`src/rtl/pipe_stall_ctrl_if.sv`:
```
// Hazard/stall control bundle between the 5-stage pipeline datapath and its stall sequencer.
// The pipeline side is the master; the stall controller is the slave.
interface pipe_stall_ctrl_if #(
    parameter int CNT_W = 16
);
    logic [2:0]       readRegSel1_FD;
    logic [2:0]       readRegSel2_FD;
    logic             r1_used_FD;
    logic             r2_used_FD;
    logic             halt_FD;
    logic             memRead_DX;
    logic             regWrite_DX;
    logic [2:0]       writeRegSel_DX;
    logic             redirect_XM;
    logic             imem_stall;
    logic             dmem_stall;
    logic             pc_write;
    logic             fd_write;
    logic             fd_bubble;
    logic             dx_write;
    logic             dx_bubble;
    logic             xm_write;
    logic             mwb_write;
    logic [2:0]       state;
    logic             halted;
    logic             err_timeout;
    logic [CNT_W-1:0] stall_cnt;

    modport master (
        output readRegSel1_FD, readRegSel2_FD, r1_used_FD, r2_used_FD, halt_FD,
               memRead_DX, regWrite_DX, writeRegSel_DX, redirect_XM,
               imem_stall, dmem_stall,
        input  pc_write, fd_write, fd_bubble, dx_write, dx_bubble, xm_write,
               mwb_write, state, halted, err_timeout, stall_cnt
    );

    modport slave (
        input  readRegSel1_FD, readRegSel2_FD, r1_used_FD, r2_used_FD, halt_FD,
               memRead_DX, regWrite_DX, writeRegSel_DX, redirect_XM,
               imem_stall, dmem_stall,
        output pc_write, fd_write, fd_bubble, dx_write, dx_bubble, xm_write,
               mwb_write, state, halted, err_timeout, stall_cnt
    );
endinterface

```
`src/rtl/pipe_stall_ctrl.sv`:
```
// Stall/flush sequencer for the F/D/X/M/WB pipeline: per-stage write enables and bubbles,
// HALT drain sequencing, saturating stall statistics and a data-memory wait watchdog.
module pipe_stall_ctrl #(
    parameter int CNT_W   = 16,
    parameter int TIMEOUT = 64,
    parameter int DRAIN   = 3
) (
    input logic              clk,
    input logic              rst,
    pipe_stall_ctrl_if.slave bus
);
    localparam int WAIT_W = (TIMEOUT > 2) ? $clog2(TIMEOUT) : 1;
    localparam int DCNT_W = (DRAIN > 1) ? $clog2(DRAIN + 1) : 1;

    typedef enum logic [2:0] {
        S_RUN   = 3'd0,
        S_IWAIT = 3'd1,
        S_DWAIT = 3'd2,
        S_DRAIN = 3'd3,
        S_HALT  = 3'd4
    } state_t;

    state_t              cur;
    state_t              nxt;
    logic [DCNT_W-1:0]   drain_cnt;
    logic [DCNT_W-1:0]   drain_nxt;
    logic [WAIT_W-1:0]   wait_cnt;
    logic [CNT_W-1:0]    cnt;
    logic                err;
    logic                load_use;
    logic                pc_w, fd_w, dx_w, xm_w, mwb_w, fd_b, dx_b;

    assign load_use = bus.memRead_DX & bus.regWrite_DX &
                      ((bus.r1_used_FD & (bus.readRegSel1_FD == bus.writeRegSel_DX)) |
                       (bus.r2_used_FD & (bus.readRegSel2_FD == bus.writeRegSel_DX)));

    always_comb begin
        pc_w      = 1'b1;
        fd_w      = 1'b1;
        dx_w      = 1'b1;
        xm_w      = 1'b1;
        mwb_w     = 1'b1;
        fd_b      = 1'b0;
        dx_b      = 1'b0;
        nxt       = cur;
        drain_nxt = drain_cnt;
        unique case (cur)
            S_RUN, S_IWAIT, S_DWAIT: begin
                if (bus.dmem_stall) begin
                    {pc_w, fd_w, dx_w, xm_w, mwb_w} = '0;
                    nxt = S_DWAIT;
                end else if (bus.redirect_XM) begin
                    fd_b = 1'b1;
                    dx_b = 1'b1;
                    nxt  = S_RUN;
                end else if (load_use) begin
                    pc_w = 1'b0;
                    fd_w = 1'b0;
                    dx_b = 1'b1;
                    nxt  = S_RUN;
                end else if (bus.imem_stall) begin
                    pc_w = 1'b0;
                    fd_b = 1'b1;
                    nxt  = S_IWAIT;
                end else if (bus.halt_FD) begin
                    pc_w      = 1'b0;
                    fd_b      = 1'b1;
                    nxt       = S_DRAIN;
                    drain_nxt = DCNT_W'(DRAIN);
                end else begin
                    nxt = S_RUN;
                end
            end
            S_DRAIN: begin
                if (bus.dmem_stall) begin
                    {pc_w, fd_w, dx_w, xm_w, mwb_w} = '0;
                end else if (bus.redirect_XM) begin
                    // HALT was on the wrong path: flush it like any other redirect.
                    fd_b = 1'b1;
                    dx_b = 1'b1;
                    nxt  = S_RUN;
                end else begin
                    pc_w      = 1'b0;
                    fd_b      = 1'b1;
                    drain_nxt = drain_cnt - 1'b1;
                    if (drain_cnt <= DCNT_W'(1)) nxt = S_HALT;
                end
            end
            S_HALT: begin
                {pc_w, fd_w, dx_w, xm_w, mwb_w} = '0;
            end
            default: nxt = S_RUN;
        endcase
        if (rst) begin
            {pc_w, fd_w, dx_w, xm_w, mwb_w} = '0;
            fd_b = 1'b0;
            dx_b = 1'b0;
        end
    end

    always_ff @(posedge clk or posedge rst) begin
        if (rst) begin
            cur       <= S_RUN;
            drain_cnt <= DCNT_W'(DRAIN);
            wait_cnt  <= '0;
            cnt       <= '0;
            err       <= 1'b0;
        end else begin
            cur       <= nxt;
            drain_cnt <= drain_nxt;
            if (!bus.dmem_stall) begin
                wait_cnt <= '0;
            end else if (cur != S_HALT) begin
                if (wait_cnt == WAIT_W'(TIMEOUT - 1)) err <= 1'b1;
                else wait_cnt <= wait_cnt + 1'b1;
            end
            if (!pc_w && cur != S_HALT && cnt != '1) cnt <= cnt + 1'b1;
        end
    end

    assign bus.pc_write    = pc_w;
    assign bus.fd_write    = fd_w;
    assign bus.fd_bubble   = fd_b;
    assign bus.dx_write    = dx_w;
    assign bus.dx_bubble   = dx_b;
    assign bus.xm_write    = xm_w;
    assign bus.mwb_write   = mwb_w;
    assign bus.state       = cur;
    assign bus.halted      = (cur == S_HALT);
    assign bus.err_timeout = err;
    assign bus.stall_cnt   = cnt;
endmodule

```
`src/flat_wrapper.sv`:
```
// flat-port wrapper written by rule: the top's interface ports become plain ports
module pipe_stall_ctrl_flat 
#(
    parameter int CNT_W   = 16,
    parameter int TIMEOUT = 64,
    parameter int DRAIN   = 3
)
  (clk, rst, bus_readRegSel1_FD, bus_readRegSel2_FD, bus_r1_used_FD, bus_r2_used_FD, bus_halt_FD, bus_memRead_DX, bus_regWrite_DX, bus_writeRegSel_DX, bus_redirect_XM, bus_imem_stall, bus_dmem_stall, bus_pc_write, bus_fd_write, bus_fd_bubble, bus_dx_write, bus_dx_bubble, bus_xm_write, bus_mwb_write, bus_state, bus_halted, bus_err_timeout, bus_stall_cnt);
  pipe_stall_ctrl_if #(.CNT_W(CNT_W)) bus_i ();
  input logic clk;
  input logic rst;
  input wire logic [$bits(bus_i.readRegSel1_FD)-1:0] bus_readRegSel1_FD;
  input wire logic [$bits(bus_i.readRegSel2_FD)-1:0] bus_readRegSel2_FD;
  input wire logic [$bits(bus_i.r1_used_FD)-1:0] bus_r1_used_FD;
  input wire logic [$bits(bus_i.r2_used_FD)-1:0] bus_r2_used_FD;
  input wire logic [$bits(bus_i.halt_FD)-1:0] bus_halt_FD;
  input wire logic [$bits(bus_i.memRead_DX)-1:0] bus_memRead_DX;
  input wire logic [$bits(bus_i.regWrite_DX)-1:0] bus_regWrite_DX;
  input wire logic [$bits(bus_i.writeRegSel_DX)-1:0] bus_writeRegSel_DX;
  input wire logic [$bits(bus_i.redirect_XM)-1:0] bus_redirect_XM;
  input wire logic [$bits(bus_i.imem_stall)-1:0] bus_imem_stall;
  input wire logic [$bits(bus_i.dmem_stall)-1:0] bus_dmem_stall;
  output wire logic [$bits(bus_i.pc_write)-1:0] bus_pc_write;
  output wire logic [$bits(bus_i.fd_write)-1:0] bus_fd_write;
  output wire logic [$bits(bus_i.fd_bubble)-1:0] bus_fd_bubble;
  output wire logic [$bits(bus_i.dx_write)-1:0] bus_dx_write;
  output wire logic [$bits(bus_i.dx_bubble)-1:0] bus_dx_bubble;
  output wire logic [$bits(bus_i.xm_write)-1:0] bus_xm_write;
  output wire logic [$bits(bus_i.mwb_write)-1:0] bus_mwb_write;
  output wire logic [$bits(bus_i.state)-1:0] bus_state;
  output wire logic [$bits(bus_i.halted)-1:0] bus_halted;
  output wire logic [$bits(bus_i.err_timeout)-1:0] bus_err_timeout;
  output wire logic [$bits(bus_i.stall_cnt)-1:0] bus_stall_cnt;
  assign bus_i.readRegSel1_FD = bus_readRegSel1_FD;
  assign bus_i.readRegSel2_FD = bus_readRegSel2_FD;
  assign bus_i.r1_used_FD = bus_r1_used_FD;
  assign bus_i.r2_used_FD = bus_r2_used_FD;
  assign bus_i.halt_FD = bus_halt_FD;
  assign bus_i.memRead_DX = bus_memRead_DX;
  assign bus_i.regWrite_DX = bus_regWrite_DX;
  assign bus_i.writeRegSel_DX = bus_writeRegSel_DX;
  assign bus_i.redirect_XM = bus_redirect_XM;
  assign bus_i.imem_stall = bus_imem_stall;
  assign bus_i.dmem_stall = bus_dmem_stall;
  assign bus_pc_write = bus_i.pc_write;
  assign bus_fd_write = bus_i.fd_write;
  assign bus_fd_bubble = bus_i.fd_bubble;
  assign bus_dx_write = bus_i.dx_write;
  assign bus_dx_bubble = bus_i.dx_bubble;
  assign bus_xm_write = bus_i.xm_write;
  assign bus_mwb_write = bus_i.mwb_write;
  assign bus_state = bus_i.state;
  assign bus_halted = bus_i.halted;
  assign bus_err_timeout = bus_i.err_timeout;
  assign bus_stall_cnt = bus_i.stall_cnt;
  pipe_stall_ctrl #(.CNT_W(CNT_W), .TIMEOUT(TIMEOUT), .DRAIN(DRAIN)) u_core (.clk(clk), .rst(rst), .bus(bus_i));
endmodule
```
`config.mk`:
```
export PLATFORM = sky130hd
export DESIGN_NAME = pipe_stall_ctrl_flat
export DESIGN_NICKNAME = d
export VERILOG_FILES = /design/src/rtl/pipe_stall_ctrl_if.sv /design/src/rtl/pipe_stall_ctrl.sv /design/src/flat_wrapper.sv
export SDC_FILE = /design/constraint.sdc
export NUM_CORES = 1
export LEC_CHECK = 0
export BUFFER_PORTS_ARGS = -buffer_cell sky130_fd_sc_hd__buf_2
export CORE_AREA = 4 4 52 89
export DETAILED_ROUTE_END_ITERATION = 10
export DIE_AREA = 0 0 56 93
export MAX_ROUTING_LAYER = met4
export PLACE_DENSITY = 0.81
export SLEW_MARGIN = 40
export SYNTH_ARGS = -nofsm -noshare
export SYNTH_HDL_FRONTEND = slang
export SYNTH_SLANG_ARGS = --single-unit
```
`constraint.sdc`:
```
create_clock -name clk -period 1.97 [get_ports clk]
set_clock_uncertainty 0.15 [all_clocks]
set_input_delay 0.197 -clock clk [delete_from_list [all_inputs] [get_ports clk]]
set_output_delay 0.197 -clock clk [all_outputs]
set_load 0.03 [all_outputs]
```
After elaboration in Yosys (flattened, before gate mapping)
Index checks and enable logic that the tools add are counted.
W data, S select, Z words.
- bitwise operators: 6
- magnitude comparators: 1
- equality and inequality tests: 19
- reductions and logical operators: 11
- muxes and demuxes: 49
- add/sub/neg operators: 3
- operator list (operator ; count):
    $mux W1 ; 24
    $mux W3 ; 7
    $mux W6 ; 3
    $add A16 B1 Y16 const B ; 1
    $mux W2 ; 8
    $ne A16 B16 Y1 const B ; 1
    $ne A2 B2 Y1 const B ; 8
    $pmux W3 S3 ; 1
    $reduce_and A8 Y1 ; 1
    $add A6 B1 Y6 const B ; 1
    $eq A3 B2 Y1 const B ; 2
    $eq A3 B3 Y1 ; 2
    $eq A6 B6 Y1 const B ; 1
    $pmux W1 S2 ; 3
    $pmux W1 S3 ; 2
    $reduce_and A3 Y1 ; 2
    $and A1 B1 Y1 ; 4
    $pmux W2 S2 ; 1
    $reduce_or A4 Y1 ; 1
    $eq A3 B1 Y1 const B ; 1
    $eq A3 B3 Y1 const B ; 1
    $logic_not A3 Y1 ; 1
    $ne A3 B2 Y1 const B ; 1
    $ne A3 B3 Y1 const B ; 1
    other kinds (10) ; 11
- input bits: 19
- word-level logic and storage cells: 94
- output and inout port bits: 28
- register bits: 28

Logic depth before layout (Yosys ltp)
- word-level depth: 12
- mapped depth: 9
- depth with buffers taken out: 7

Least setup slack after synthesis
OpenSTA, ideal clock, no wires.
- path type: reg2out
- start point: register u_core.cur[1], in the netlist u_core.bus.state[1]
- end point: output port bus_fd_bubble
- stages on the path, launching flop included: 5
- arrival time: 2593 ps
- buffers on the path: 1
- data required time: 1623 ps
- path slack: -970 ps
- cell sequence: dfrtp_1 -> and2_1 -> clkbuf_1 -> nor2_1 -> a2111oi_0
- cells in the longest elaborated chain, start to end: 4
- elaborated cells on any way between the ends: 7
- those cells by class: eq/ne: 3; mux: 2; reduce/logical: 2
- ends and longest elaborated chain (item ; line ; source):
    start, declared ; pipe_stall_ctrl.sv:23 ; state_t cur;
    start signal, assigned ; pipe_stall_ctrl.sv:109 ; cur <= nxt;
    $eq A3 B1 Y1 (tied with other cells) ; pipe_stall_ctrl.sv:47 ; unique case (cur)
    $reduce_or A3 Y1 ; pipe_stall_ctrl.sv:47 ;
    $pmux W1 S2 (*) ; pipe_stall_ctrl.sv:47 ;
    $mux W1 (*) ; pipe_stall_ctrl.sv:94 ; if (rst) begin
    end, declared ; flat_wrapper.sv:25 ; output wire logic [$bits(bus_i.fd_bubble)-1:0] bus_fd_bubble;
Mark *: on every way between the ends. The rest lies on a longest branch, timed or not.

Worst setup path after layout
- start point: register u_core.cur[2], in the netlist u_core.bus.state[2]
- end point: output port bus_fd_write
- cells in the longest elaborated chain, start to end: 4
- elaborated cells on any way between the ends: 8
- those cells by class: eq/ne: 4; mux: 2; reduce/logical: 2
- ends and longest elaborated chain (item ; line ; source):
    $eq A3 B1 Y1 (tied with other cells) ; pipe_stall_ctrl.sv:47 ;
    $reduce_or A3 Y1 ; pipe_stall_ctrl.sv:47 ;
    $pmux W1 S3 (*) ; pipe_stall_ctrl.sv:47 ;
    $mux W1 (*) ; pipe_stall_ctrl.sv:94 ;
    end, declared ; flat_wrapper.sv:24 ; output wire logic [$bits(bus_i.fd_write)-1:0] bus_fd_write;
Marked as above.

==> impl_metrics.env <==
export IMPL_clkSinkCount=28
export IMPL_violations="negative hold slack, negative setup slack"
export IMPL_postSynth_asyncResetShare_pct=100
export IMPL_worstPathRequired_ns=1.62
export IMPL_period_share_pct=107
export IMPL_grt_pass1_wl_um=7800
export IMPL_dr_pass1_iters=4
export IMPL_synth_edf_count=0
export IMPL_end_kind="output port"
export IMPL_post_route_drc_count=0
export IMPL_cts_buffers=3
export IMPL_design_die_area_um2=5210
export IMPL_ys_flop_type="dfrtp_1"
export IMPL_syn2layout_area_growth_pct=52.4
export IMPL_finalHoldViolCount=9
export IMPL_syn_nets=197
export IMPL_critPathMaxStageDelay_ns=0.45
export IMPL_grtUsageTotal_pct=19.1
export IMPL_yosysMostFrequentCell="dfrtp_1"
export IMPL_first_iter_violations=43
export IMPL_slowest_stage="dfrtp_2"
export IMPL_fp_coreArea_um2=3900
export IMPL_start_util_pct=43.8
export IMPL_grt_pass1_vias=1657
export IMPL_ys_warn_count=0
export IMPL_ctsLongestPathBuffers=2
export IMPL_p_int_mw=1.36
export IMPL_n_fill_cell=311
export IMPL_combPwrFrac_pct=43.0
export IMPL_antenna_found_initial=0
export IMPL_insertion_delay_ns=0.28
export IMPL_worst_path_stages=8
export IMPL_synth_top_area_share_pct=38.0
export IMPL_setup_viol=27
export IMPL_grt_overflow_total=0
export IMPL_drive_above_1_share_pct=51.3
export IMPL_io_buffers=46
export IMPL_routedWlPerCell_um=15.8
export IMPL_switching_power_uw=805
export IMPL_path_cells="inv_4 > or3_4 > buf_12 > clkinvlp_4 > a211oi_4 > o21ai_1 > nand2_2 > buf_6"
export IMPL_max_slew_margin_rel_pct=65.4
export IMPL_fin_util_pct=66.8
export IMPL_p_seq_share_pct=35.5
export IMPL_vias=1665
export IMPL_post_dp_hpwl_um=3460
export IMPL_postSynthCellCount=175
export IMPL_ys_seq_area_share_pct=41.1
export IMPL_io_pins=47
export IMPL_synth_seq_cells=28
export IMPL_antenna_cells=0
export IMPL_outcome="finished, violations left"
export IMPL_critPathTopFamily="simple AND/OR/NAND/NOR gates"
export IMPL_slew_violations=0
export IMPL_cts_clk_slew_worst_paths_ns=0.11
export IMPL_cts_tree="yes"
export IMPL_path_max_fanout=5
export IMPL_die_x_um=56
export IMPL_rows=30
export IMPL_ant_nets=0
export IMPL_synth_area_top_cells="dfrtp_1 38%, xor2_1 7.2%, nand2_1 4.0%"
export IMPL_synth_cell_types=46
export IMPL_grt_max_degree=18
export IMPL_p_leak_nw=1.24
export IMPL_rr_worst_depth=8
export IMPL_seqCellArea_um2=707
export IMPL_final_nets=284
export IMPL_cap_violations=0
export IMPL_cp_arrival_ns=1.75
export IMPL_fp_dieH_um=93
export IMPL_setup_slack_ns=-0.129
export IMPL_whs_ns=-0.00327
export IMPL_period_minus_slack_ns=2.10
export IMPL_grt_setup_unrepaired="true"
export IMPL_multiInputGateArea_um2=1090
export IMPL_pwr_share_clk_pct=21.6
export IMPL_vias_per_cell=5.39
export IMPL_ir_worst_vdd_uv=926
export IMPL_tightest_slew_ns=0.518
export IMPL_synth_cell_area_um2=1710
export IMPL_gp_congestion=0.819
export IMPL_setup_tns_ns=-2.05
export IMPL_cts_max_level=1
export IMPL_setup_worst_path_class="reg -> out"
export IMPL_switching_share_pct=37.1
export IMPL_synth_area_leader_cell="dfrtp_1"
export IMPL_crit_buf_inv=4
export IMPL_routed_wl_um=4890
export IMPL_max_freq_mhz=476
export IMPL_final_cells=309
export IMPL_clockRootBuffer="clkbuf_8"
export IMPL_synth_avg_cell_area_um2=9.77
export IMPL_dp_worst_setup_slack_ns=-0.0877
export IMPL_min_path_type="in -> async"
export IMPL_power_density_nw_per_um2=831
export IMPL_ys_top_cells_by_count="26 x dfrtp_1, 18 x nand2_1, 14 x xor2_1, 10 x nor2_1, 10 x o21ai_0"
export IMPL_crit_path_start_kind="flop"
export IMPL_placed_cells_incl_taps=292
state kept, by name, summed over array words and instances, names as in the netlist:
name	cells
u_core.bus.err_timeout	1
u_core.bus.stall_cnt	16
u_core.bus.state	3
u_core.wait_cnt	6
u_core.drain_cnt	2
cells by family after synthesis:
family                     after synthesis  share of synthesized area, %
buffers and inverters                   14                          5.56
AOI/OAI and AO/OA                       32                          12.3
adders and majority gates                3                          2.19
muxes                                    3                          2.19
xor gates and xnor gates                20                          10.2
and+or+nand+nor                         75                          26.4
DFF                                     28                          41.1
layout by cell type (no fill, tap or decap), types with 2 or more instances in the layout:
master / count
and2_1: 4
buf_6: 9
nand2_1: 15
nand2_2: 3
buf_4: 36
clkbuf_8: 3
o31ai_1: 2
a21oi_1: 5
dfrtp_1: 23
nor4_4: 3
a21o_1: 2
ha_1: 3
buf_12: 3
xor2_1: 14
nor3_2: 2
o21ai_0: 6
xnor2_1: 6
mux2_4: 3
nor2_1: 8
nor2_4: 3
buf_2: 41
or3_1: 2
o211ai_1: 2
nand3_1: 9
nor3_4: 7
o21ai_1: 5
nor3_1: 2
nand4_1: 7
dfstp_2: 2
inv_1: 4
dfrtp_2: 3
worst paths after layout:
path | from | to | slack [ns]
max in group asynchronous | rst | u_core.bus.err_timeout | 1.20
min reg2reg | u_core.bus.err_timeout | u_core.bus.err_timeout | 0.31
min | rst | u_core.bus.stall_cnt[5] | -0.003
max reg2reg | u_core.bus.state[1] | u_core.bus.stall_cnt[14] | -0.12
min in group clk | bus_halt_FD | u_core.bus.state[1] | 0.06
max | u_core.bus.state[2] | bus_fd_write | -0.13
power groups by stage:
stage	combinational [mW]	sequential, mW	clock (mW)
2_1_floorplan	0.343	0.945	0
3_3_place_gp	0.810	0.773	0
3_5_place_dp	0.837	0.777	0
4_1_cts	0.885	0.767	0.470
5_1_grt	0.998	0.781	0.489
6_report	0.931	0.768	0.467
layer usage:
layer | share of wire, % | wire length (um) | up-vias | track usage, %
met5 | 0 | 0 | - | -
met4 | 1.4 | 68 | 0 | 5.15
met3 | 4.1 | 200 | 6 | 1.80
met2 | 59 | 2880 | 58 | 37.4
met1 | 36 | 1750 | 806 | 19.9
li1 | - | - | 795 | -
worst reg2reg max path, cell delays in order (launching register included):
cell	delay, ns
dfrtp_1	0.42
buf_4	0.15
and2_1	0.16
a21oi_1	0.18
o211ai_1	0.14
o31a_4	0.20
buf_12	0.17
nor4_4	0.29
xor2_1	0.16
through the flow:
stage               power [mW]  instance area, um2
detailed placement        1.61                2250
global placement          1.58                2250
global route              2.27                2610
floorplan                 1.29                1760
finish                    2.17                2610
CTS                       2.12                2450
cell type report:
class | count | area share (%)
Timing Repair Buffer | 90 | 25.0
Multi-Input combinational cell | 133 | 41.7
Sequential cell | 28 | 27.1
Inverter | 6 | 1.10
Clock buffer | 3 | 1.58
Clock inverter | 1 | 1.15
Tap cell | 48 | 2.30
what timing repair did:
item | in CTS | in global routing
gates resized for setup | 21 | 22
setup buffers | 5 | 8
setup endpoints to repair | 23 | 29
pin swaps | 5 | 13
hold buffers | 0 | 0
Power figures use the tool's default switching activity.
